**config.mk**
```make
export PLATFORM = sky130hd
export DESIGN_NAME = incubator_sensor_scheduler
export DESIGN_NICKNAME = d
export VERILOG_FILES = /design/src/rtl/incubator_sensor_scheduler.sv
export SDC_FILE = /design/constraint.sdc
export NUM_CORES = 1
export LEC_CHECK = 0
export BUFFER_PORTS_ARGS = -buffer_cell sky130_fd_sc_hd__buf_4
export CAP_MARGIN = 20
export CORE_MARGIN = 2
export CORE_UTILIZATION = 36
export CTS_CLUSTER_DIAMETER = 50
export DETAILED_ROUTE_END_ITERATION = 7
export SLEW_MARGIN = 20
export SYNTH_ARGS = -nofsm -noshare
export SYNTH_HDL_FRONTEND = slang
export SYNTH_SLANG_ARGS = --single-unit
```
**constraint.sdc**
```tcl
create_clock -name clk -period 3.65 [get_ports clk]
set_input_delay 0.365 -clock clk [delete_from_list [all_inputs] [get_ports clk]]
set_output_delay 0.365 -clock clk [all_outputs]
set_load 0.02 [all_outputs]
```
**src/rtl/incubator_sensor_scheduler.sv**
```systemverilog
// rtl/incubator_sensor_scheduler.sv - round-robin probe poller with range/timeout rejection and averaging
module incubator_sensor_scheduler #(
  parameter int NUM_SENSORS   = 4,
  parameter int SAMPLE_PERIOD = 64,
  parameter int TIMEOUT       = 8,
  parameter int T_MIN         = -10,
  parameter int T_MAX         = 60
) (
  input  logic                       clk,
  input  logic                       reset,
  output logic [NUM_SENSORS-1:0]     sens_req,
  input  logic [NUM_SENSORS-1:0]     sens_ack,
  input  logic [8*NUM_SENSORS-1:0]   sens_data,
  output logic signed [7:0]          temperature,
  output logic                       temp_valid,
  output logic [NUM_SENSORS-1:0]     sensor_fault,
  output logic                       all_fault,
  output logic                       overrun
);

  localparam int LOG = $clog2(NUM_SENSORS);
  localparam int AW  = 8 + LOG;
  localparam int CW  = $clog2(SAMPLE_PERIOD);
  localparam int WW  = $clog2(TIMEOUT) + 1;
  localparam logic signed [7:0] TMIN8 = 8'(T_MIN);
  localparam logic signed [7:0] TMAX8 = 8'(T_MAX);

  typedef enum logic [1:0] {IDLE, REQ, NEXT, DONE} state_t;

  state_t                  state, state_nxt;
  logic [CW-1:0]           cnt;
  logic                    tick;
  logic [LOG-1:0]          idx;
  logic [WW-1:0]           wait_cnt;
  logic signed [AW-1:0]    acc;
  logic [NUM_SENSORS-1:0]  fault;
  logic signed [7:0]       sel_data;
  logic signed [7:0]       addend;
  logic signed [AW-1:0]    addend_ext;
  logic                    ack_sel, d_ok, timed_out, last_probe;

  assign tick       = (cnt == CW'(SAMPLE_PERIOD - 1));
  assign ack_sel    = sens_ack[idx];
  assign d_ok       = (sel_data >= TMIN8) && (sel_data <= TMAX8);
  assign timed_out  = (wait_cnt == WW'(TIMEOUT - 1));
  assign last_probe = (idx == LOG'(NUM_SENSORS - 1));
  // Rejected or missing readings are replaced by the last published value
  assign addend     = (ack_sel && d_ok) ? sel_data : temperature;
  assign addend_ext = {{LOG{addend[7]}}, addend};

  always_comb begin
    sel_data = '0;
    for (int i = 0; i < NUM_SENSORS; i++)
      if (idx == LOG'(i)) sel_data = sens_data[8*i +: 8];
  end

  always_comb begin
    sens_req = '0;
    if (state == REQ) sens_req[idx] = 1'b1;
  end

  assign temp_valid = (state == DONE) && !(&fault);
  assign overrun    = tick && (state != IDLE);

  always_ff @(posedge clk or negedge reset) begin
    if (!reset) cnt <= '0;
    else        cnt <= tick ? '0 : cnt + CW'(1);
  end

  always_ff @(posedge clk or negedge reset) begin
    if (!reset) state <= IDLE;
    else        state <= state_nxt;
  end

  always_comb begin
    state_nxt = state;
    case (state)
      IDLE: if (tick) state_nxt = REQ;
      REQ:  if (ack_sel || timed_out) state_nxt = NEXT;
      NEXT: state_nxt = last_probe ? DONE : REQ;
      DONE: state_nxt = IDLE;
      default: state_nxt = IDLE;
    endcase
  end

  always_ff @(posedge clk or negedge reset) begin
    if (!reset) begin
      idx          <= '0;
      wait_cnt     <= '0;
      acc          <= '0;
      fault        <= '0;
      temperature  <= '0;
      sensor_fault <= '0;
      all_fault    <= 1'b0;
    end else begin
      case (state)
        IDLE: if (tick) begin
          idx      <= '0;
          wait_cnt <= '0;
          acc      <= '0;
          fault    <= '0;
        end
        REQ: begin
          wait_cnt <= wait_cnt + WW'(1);
          if (ack_sel || timed_out) begin
            acc        <= acc + addend_ext;
            fault[idx] <= !(ack_sel && d_ok);
          end
        end
        NEXT: if (!last_probe) begin
          idx      <= idx + LOG'(1);
          wait_cnt <= '0;
        end
        DONE: begin
          // Upper slice of the sum is the floor-divided mean
          if (!(&fault)) temperature <= acc[LOG+7:LOG];
          sensor_fault <= fault;
          all_fault    <= &fault;
        end
        default: ;
      endcase
    end
  end

endmodule

```
==> qor.yml, run 1 <==
critical_path_class: "reg -> reg"
tightest_slew_ns: 0.5599
path_max_fanout: 4
status: "finished, violations left"
internal-power_uw: 672.3
cts-hold-fix-buffers: 0
dieArea_sq_um: 8104
die_h_um: 90.02
antenna_found_initial: 0
fillerInstances: 708
rows: 31
synth_edf_count: 0
syn_to_final_growth_pct: 42.13
cts_sinks: 41
ys_top_cells_by_area: "dfrtp_1, ha_1, mux2_2, o21ai_0, nand2_1"
grt_util_all_layers_pct: 18.43
die_w_um: 90.02
synth-xor-area-share_pct: 3.288
synth_cells: 289
grt_remaining_overflow: 0
cts.clk_slew.worst_paths_ns: 0.10
p_sw_share_pct: 26.82
dr.first_iter.drc_count: 116
final_hold_viol_count: 0
ys.flop_type: "dfrtp_1"
yosys-mux-area-fraction_pct: 6.764
avgSynthCellArea_sq_um: 9.217
required_ns: 3.84
viasPerCell: 5.168
synth_top_family_by_area: "compound AO/OA/AOI/OAI gates"
p_seq_share_pct: 51.2
final.setup_skew_ns: 0.01668
netlist_area_sq_um: 2664
synth_seq_cells: 41
power_leakage_uw: 0.001790
gp_congestion: 0.8552
yosys.area_share.adder_pct: 7.797
vias: 2522
synth_fp_nets: 343
yosys.cell_types.count: 57
ys.warnings.count: 0
rsz0062_at_grt: "true"
max_freq_ghz: 0.2456
grt_max_degree: 42
clockPowerShare_pct: 34.7
clk_latency_ns: 0.31
finalWorstSetupSlack_ns: -0.4220
clockBufferDepth: 2
wl_per_cell_um: 14.62
synth_compound_gate_area_share_pct: 21.89
synth-simple-area-share_pct: 17.33
grt_pass1_vias: 2482
pin_count: 57
ys_seq_area_share_pct: 38.52
max-cap-violations: 0
synth-async-reset-ratio_pct: 100.0
hp-class: "in -> async"
coreArea_sq_um: 7214
grt_pass1_wl_um: 12150
r2r.worst_path.cells: 18
worstPathArrival_ns: 4.26
dr.pass1.iters: 4
initial_utilization_pct: 36.92
cts_tree: "yes"
power.density_nw_per_um2: 242.6
start_kind: "flip-flop"
clockRootBuffer: "clkbuf_8"
dp_slack_ns: -0.6765
drv_slew: 0
yosysTopAreaCell: "dfrtp_1"
wirelength_um: 7133
fin_crit_sh_pct: 111.6
layout_min_cycle_time_ns: 4.072
synth_top_area_share_pct: 38.52
ant_nets: 0
setup_viol: 5
diodes: 0
fin_nets: 442
vdd_drop_max_mv: 0.1499
switchingPower_uw: 246.4
violations: "negative setup slack"
endpoint_kind: "flip-flop"
drive_gt1_share_pct: 42.93
p_total_uw: 918.7
hpwlAfterDp_um: 5447
slew_headroom_pct: 62.54
drc: 0
p_comb_share_pct: 14.2
cts_made_buffers: 5
port_buffers: 56
ctsHtreeMaxLevel: 2
cell usage in the layout, fill, tap and decap left out, drive strengths merged, types with 2 or more instances in the layout:
| master | count |
|---|---|
| buf | 106 |
| nor2b | 6 |
| clkbuf | 5 |
| inv | 13 |
| o221ai | 2 |
| o211ai | 2 |
| a21oi | 19 |
| dfrtp | 41 |
| nand2 | 34 |
| or2 | 2 |
| and3 | 5 |
| o21a | 3 |
| nand3 | 9 |
| o21bai | 2 |
| ha | 15 |
| xor2 | 4 |
| o21ai | 31 |
| a221oi | 3 |
| nor2 | 21 |
| a21o | 2 |
| and2 | 3 |
| or2b | 2 |
| nand2b | 2 |
| xnor2 | 6 |
| o31ai | 6 |
| a22o | 7 |
| nand3b | 3 |
| mux2 | 14 |
| a211o | 2 |
worst max-delay path, stage by stage (launching register included):
cell	delay [ns]
dfrtp_2	0.44
buf_6	0.14
ha_4	0.17
nand3b_1	0.16
a221oi_2	0.36
a221oi_2	0.07
o41ai_2	0.39
o21ai_1	0.12
nand2_1	0.13
mux2_4	0.33
ha_4	0.22
a21oi_2	0.14
nor2b_2	0.08
o31ai_4	0.31
a21oi_2	0.12
a31o_2	0.23
and3_4	0.15
o211a_1	0.19
a211o_1	0.21
final timing paths:
| check | start | end | slack, ns |
|---|---|---|---|
| hold / removal | reset | cnt[1] | 0.03 |
| min in group clk | cnt[5] | cnt[5] | 0.50 |
| max in group asynchronous | reset | idx[0] | 3.24 |
| hold reg to reg | cnt[5] | cnt[5] | 0.50 |
| setup / recovery | idx[0] | acc[9] | -0.42 |
| setup reg to reg | idx[0] | acc[9] | -0.42 |
power groups by stage:
stage          clock network [uW]  registers, uW  logic (uW)
2_1_floorplan                   0            482        49.8
3_3_place_gp                    0            479         125
3_5_place_dp                    0            479         126
4_1_cts                       330            470         130
5_1_grt                       351            472         145
6_report                      318            470         130
flip-flops by register name, summed over array words and instances, names as in the netlist:
| signal | count |
|---|---|
| temperature | 8 |
| all_fault | 1 |
| cnt | 6 |
| idx | 2 |
| sensor_fault | 4 |
| acc | 10 |
| state | 2 |
| fault | 4 |
| wait_cnt | 4 |
stage by stage:
stage / util (%) / hold WS, ns / std cells / instance area (sq um) / setup TNS [ns]
6_report: 52.48 / 0.02997 / 488 / 3786 / -0.9631
5_1_grt: 52.48 / 0.06181 / 488 / 3786 / -2.114
4_1_cts: 51.40 / 0.05694 / 483 / 3709 / -0.4566
3_5_place_dp: 48.70 / 0.3917 / 473 / 3513 / -2.197
3_3_place_gp: 48.70 / 0.3916 / 473 / 3513 / -1.845
2_1_floorplan: - / 0.06941 / 289 / 2721 / -0.3101
timing repair:
item	CTS	global route
cloned	0	0
gates resized for setup	23	8
buffers inserted	2	5
pin swaps	16	10
endpoints found under the setup margin	6	6
cells in the mapped netlist (all sizes together) (2+ instances only):
cell	n
nand3b	3
mux2	14
or2b	2
a211o	2
nand2	34
a22o	7
dfrtp	41
nor2b	6
xor2	4
clkbuf	7
buf	7
ha	15
a21o	2
o221ai	2
inv	11
o21a	3
nand3	9
nand2b	2
o21ai	31
nor2	21
and3	5
o31ai	6
xnor2	6
o211ai	2
a21oi	19
a221oi	3
or2	2
and2	3
o21bai	2
cells by family (layout without fill, tap and decap cells):
| kind of cell | count (synthesis) | count (layout) |
|---|---|---|
| simple gates | 93 | 93 |
| compound gates | 89 | 89 |
| flops | 41 | 41 |
| buf+inv | 25 | 125 |
| fa+ha+maj | 16 | 16 |
| mux | 15 | 15 |
| xor+xnor | 10 | 10 |
cell type report:
class / instances / area [sq um] / share of cell area, %
clock inverters: 3 / 25.02 / 0.6609
well taps: 99 / 123.9 / 3.272
repair buffers: 106 / 819.5 / 21.65
clock buffers: 5 / 68.82 / 1.818
flip-flops and latches: 41 / 1027 / 27.13
multi-input cells: 223 / 1675 / 44.25
inverters: 11 / 46.29 / 1.223
routing by layer:
layer  routed length (um)  track usage [%]
met5                    0                0
met4                  234            6.667
met1                 3381            24.97
met2                 3217            29.39
met3                  300            3.521
Note: power is estimated with default switching activity, not from simulation.
==> run 2: changes to the inputs <==
- clock period: 3.65 -> 4.1 ns (I/O delays scaled with it)
==> qor.yml, run 2 (synthesized netlist as in run 1, its figures left out) <==
status: "finished, final reports clean"
antenna_found_initial: 0
wl_per_cell_um: 15.15
cts_tree: "yes"
pin_count: 57
finalWorstSetupSlack_ns: 0.005445
final.setup_skew_ns: 0.01260
wl_met2_um: 3421
coreArea_sq_um: 7214
max_freq_ghz: 0.2442
clk_latency_ns: 0.31
start_kind: "flip-flop"
mostFrequentLayoutCells: "buf_4, dfrtp_1, nand2_1, o21ai_0, nor2_1"
path_max_fanout: 7
worst_hold_slack_ns: 0.06208
cts_made_buffers: 5
rsz0062_at_grt: "true"
grt_pass1_wl_um: 11470
regMostFlops: "acc"
port_buffers: 56
crit_chain: "inv_4 -> ha_4 -> or3b_4 -> and2_4 -> a221oi_2 -> o41ai_2 -> o21ai_1 -> nand2_1 -> buf_6 -> mux2_4 -> ha_4 -> a21oi_2 -> nor2b_2 -> o31ai_2 -> a21oi_2 -> a31o_2 -> and3_4 -> o211a_1 -> a211o_1"
max_stage_delay_ns: 0.48
die_h_um: 90.02
worstPathArrival_ns: 4.29
hp-class: "in -> async"
fin_crit_sh_pct: 99.87
reg.largest.list: "acc: 10 flops, temperature: 8 flops, cnt: 6 flops"
slew_headroom_pct: 58.11
fillerInstances: 673
final_hold_viol_count: 0
rows: 31
critical_path_class: "reg -> reg"
dieArea_sq_um: 8104
drv_slew: 0
hpwlAfterDp_um: 5493
power_leakage_uw: 0.001739
slowest_stage: "dfrtp_2"
largest_reg_flops: 10
drc: 0
setup_viol: 0
grt_max_degree: 42
clockRootBuffer: "clkbuf_8"
dr.first_iter.drc_count: 144
vdd_drop_max_mv: 0.1187
ant_nets: 0
ctsHtreeMaxLevel: 2
viasPerCell: 5.136
initial_utilization_pct: 36.92
grt_util_all_layers_pct: 17.43
drive_gt1_share_pct: 42.74
clockBufferDepth: 2
gp_congestion: 0.9221
power.density_nw_per_um2: 222.7
syn_to_final_growth_pct: 38.99
layout_min_cycle_time_ns: 4.095
dp_slack_ns: -0.2232
fin_nets: 432
grt_remaining_overflow: 0
cts.clk_slew.worst_paths_ns: 0.09
tightest_slew_ns: 0.6260
wirelength_um: 7241
max-cap-violations: 0
final_common_cell: "buf_4"
dr.pass1.iters: 4
grt_pass1_vias: 2346
vias: 2455
diodes: 0
met3_length_um: 292
required_ns: 4.30
cts_sinks: 41
endpoint_kind: "flip-flop"
highest_layer: "met4"
die_w_um: 90.02
r2r.worst_path.cells: 19
cts-hold-fix-buffers: 0
drt-met1-wl_um: 3351
[run 2: repair_timing]
| item | CTS | global route |
|---|---|---|
| setup buffers | 0 | 8 |
| gates resized for setup | 15 | 31 |
| pin swaps | 0 | 15 |
| setup endpoints to repair | 3 | 3 |
[run 2: per-layer routing]
| layer | vias to the layer above | global-route usage (%) |
|---|---|---|
| met5 | - | 0 |
| met4 | 0 | 7.436 |
| met3 | 15 | 2.850 |
| met2 | 64 | 27.19 |
| met1 | 1158 | 23.98 |
| li1 | 1218 | - |
[run 2: stage by stage]
stage          instance area (sq um)  cells  setup TNS, ns  power (uW)  utilization, %
2_1_floorplan                   2664    289              0       471.1               -
3_3_place_gp                    3374    462       -0.06758       533.0           46.77
3_5_place_dp                    3374    462        -0.4024       534.7           46.77
4_1_cts                         3528    470              0       818.8           48.91
5_1_grt                         3702    478        -0.1410       854.0           51.32
6_report                        3702    478              0       824.6           51.32
[run 2: final timing paths]
check                      startpoint     end  slack, ns
setup / recovery               idx[0]  acc[9]      0.005
hold / removal                  reset  idx[0]       0.06
setup reg to reg               idx[0]  acc[9]      0.005
hold reg to reg                cnt[5]  cnt[5]       0.49
max in group asynchronous       reset  acc[5]       3.65
min in group clk               cnt[5]  cnt[5]       0.49
[run 2: worst max-delay path, delay by kind of cell (launching register included)]
family / cells / cell delay (ns)
adders and majority gates: 2 / 0.40
AOI/OAI and AO/OA: 9 / 1.66
and+or+nand+nor: 5 / 0.88
muxes: 1 / 0.31
buffers and inverters: 2 / 0.24
DFF: 1 / 0.48
[run 2: area by class of cell]
cell class                 count  area, sq um  area share, %
sequential                    41         1028          27.78
clock inverter                 3        25.02         0.6759
tap                           99        123.9          3.346
inverter                      11        46.29          1.250
multi-input combinational    223         1684          45.49
timing repair buffer          96        725.7          19.60
clock buffer                   5        68.82          1.859
[run 2: power breakdown]
part / internal, uW / switching (uW) / total [uW]
Clock: 124 / 164 / 289
Sequential: 412 / 6.16 / 418
Combinational: 63.1 / 54.8 / 118
Total: 599 / 225 / 825
==> run 3: changes to the inputs <==
- CORE_UTILIZATION: 36 -> 55
- PLACE_DENSITY: not set -> 0.8
==> qor.yml, run 3 (synthesized netlist as in run 1, its figures left out) <==
status: "finished, violations left"
violations: "negative setup slack"
syn_to_final_growth_pct: 35.65
cts_tree: "yes"
fin_nets: 428
port_buffers: 56
hp-class: "in -> async"
layout_min_cycle_time_ns: 4.137
dr.pass1.iters: 4
start_kind: "flip-flop"
grt_remaining_overflow: 0
slowest_stage: "dfrtp_2"
dr.first_iter.drc_count: 158
mostFrequentLayoutCells: "buf_4, dfrtp_1, nand2_1, o21ai_0, nor2_1"
final_cells: 429
final_hold_viol_count: 0
vias: 2574
largest_reg_flops: 10
critical_path_class: "reg -> reg"
vdd_drop_max_mv: 0.1279
setup_viol: 1
cts.clk_slew.worst_paths_ns: 0.09
dp_slack_ns: -0.2127
dieArea_sq_um: 5416
drive_gt1_share_pct: 41.60
clockBufferDepth: 2
ant_nets: 0
wirelength_um: 7668
pin_count: 57
grt_pass1_wl_um: 11550
initial_utilization_pct: 56.77
antenna_found_initial: 0
grt_util_all_layers_pct: 28.17
crit_buf_inv: 1
hpwlAfterDp_um: 5282
cts_sinks: 41
final_common_cell: "buf_4"
cts_made_buffers: 5
regMostFlops: "acc"
cpLargestDelayFamily: "compound AO/OA/AOI/OAI gates"
grt_pass1_vias: 2437
path_max_fanout: 6
slew_headroom_pct: 58.60
max_stage_delay_ns: 0.48
power.density_nw_per_um2: 227.0
ctsHtreeMaxLevel: 2
gp_congestion: 0.9184
final.setup_skew_ns: 0.009735
worstPathArrival_ns: 4.33
clockRootBuffer: "clkbuf_8"
power_leakage_uw: 0.001717
rows: 25
dp_cells: 414
drv_slew: 0
cts-hold-fix-buffers: 0
clk_latency_ns: 0.31
wl_per_cell_um: 17.87
fin_crit_sh_pct: 100.9
max_freq_ghz: 0.2417
required_ns: 4.29
viasPerCell: 6.000
drc: 0
die_w_um: 73.60
grt_max_degree: 42
endpoint_kind: "flip-flop"
max-cap-violations: 0
rsz0062_at_grt: "true"
diodes: 0
coreArea_sq_um: 4692
tightest_slew_ns: 0.6187
die_h_um: 73.60
crit_chain: "inv_4 -> ha_4 -> or2b_4 -> o21ai_1 -> a21oi_1 -> o41ai_2 -> o21ai_1 -> nand2_2 -> mux2_4 -> ha_4 -> a21oi_4 -> nor2b_2 -> o31ai_2 -> a21oi_2 -> a31o_2 -> and3_4 -> o211a_1 -> a211o_1"
finalWorstSetupSlack_ns: -0.03750
reg.largest.list: "acc: 10 flops, temperature: 8 flops, cnt: 6 flops"
## run 3: layer usage
metal,routed length [um],up-vias,global-route usage [%],part of all wire (%)
li1,-,1209,-,-
met1,3278,1231,38.29,43
met2,3667,103,44.84,48
met3,419,31,3.978,5.5
met4,301,0,12.12,3.9
met5,0,-,0,0
## run 3: final timing paths
check                            start     end  slack, ns  cells after the start
worst min-delay path             reset  idx[1]       0.06                      1
max in group asynchronous        reset  acc[9]       3.68                      1
worst max-delay path            idx[0]  acc[9]      -0.04                     18
worst max register to register  idx[0]  acc[9]      -0.04                     18
worst min register to register  cnt[5]  cnt[5]       0.50                      1
min in group clk                cnt[5]  cnt[5]       0.50                      1
## run 3: final cells by class
type	instances	area [sq um]
multi-input cells	223	1685
fillers	304	1079
flip-flops and latches	41	1028
repair buffers	92	691.9
clock buffers	5	68.82
well taps	54	67.56
inverters	11	46.29
clock inverters	3	25.02
## run 3: timing repair
action                     CTS  global route
buffers inserted             2             4
setup endpoints to repair    2             3
pin swaps                    3            15
gates resized for setup     22            24
cloned                       0             1
## run 3: power breakdown
group          total [uW]  switching, uW  leakage [uW]  internal, uW
Clock                 283            159     0.0000452           124
Combinational         120           57.6       0.00113          62.0
Sequential            418           6.10      0.000539           412
Total                 820            222       0.00172           598
## run 3: through the flow
stage / utilization, % / total power (uW) / cell area [sq um] / hold WS [ns] / setup TNS, ns
2_1_floorplan: - / 471.1 / 2664 / 0.1144 / 0
3_3_place_gp: 70.24 / 529.9 / 3296 / 0.4213 / -0.04989
3_5_place_dp: 70.24 / 532.6 / 3296 / 0.4237 / -0.2656
4_1_cts: 74.29 / 812.8 / 3486 / 0.09260 / 0
5_1_grt: 77.01 / 853.6 / 3613 / 0.1060 / -0.4496
6_report: 77.01 / 820.2 / 3613 / 0.05682 / -0.03750
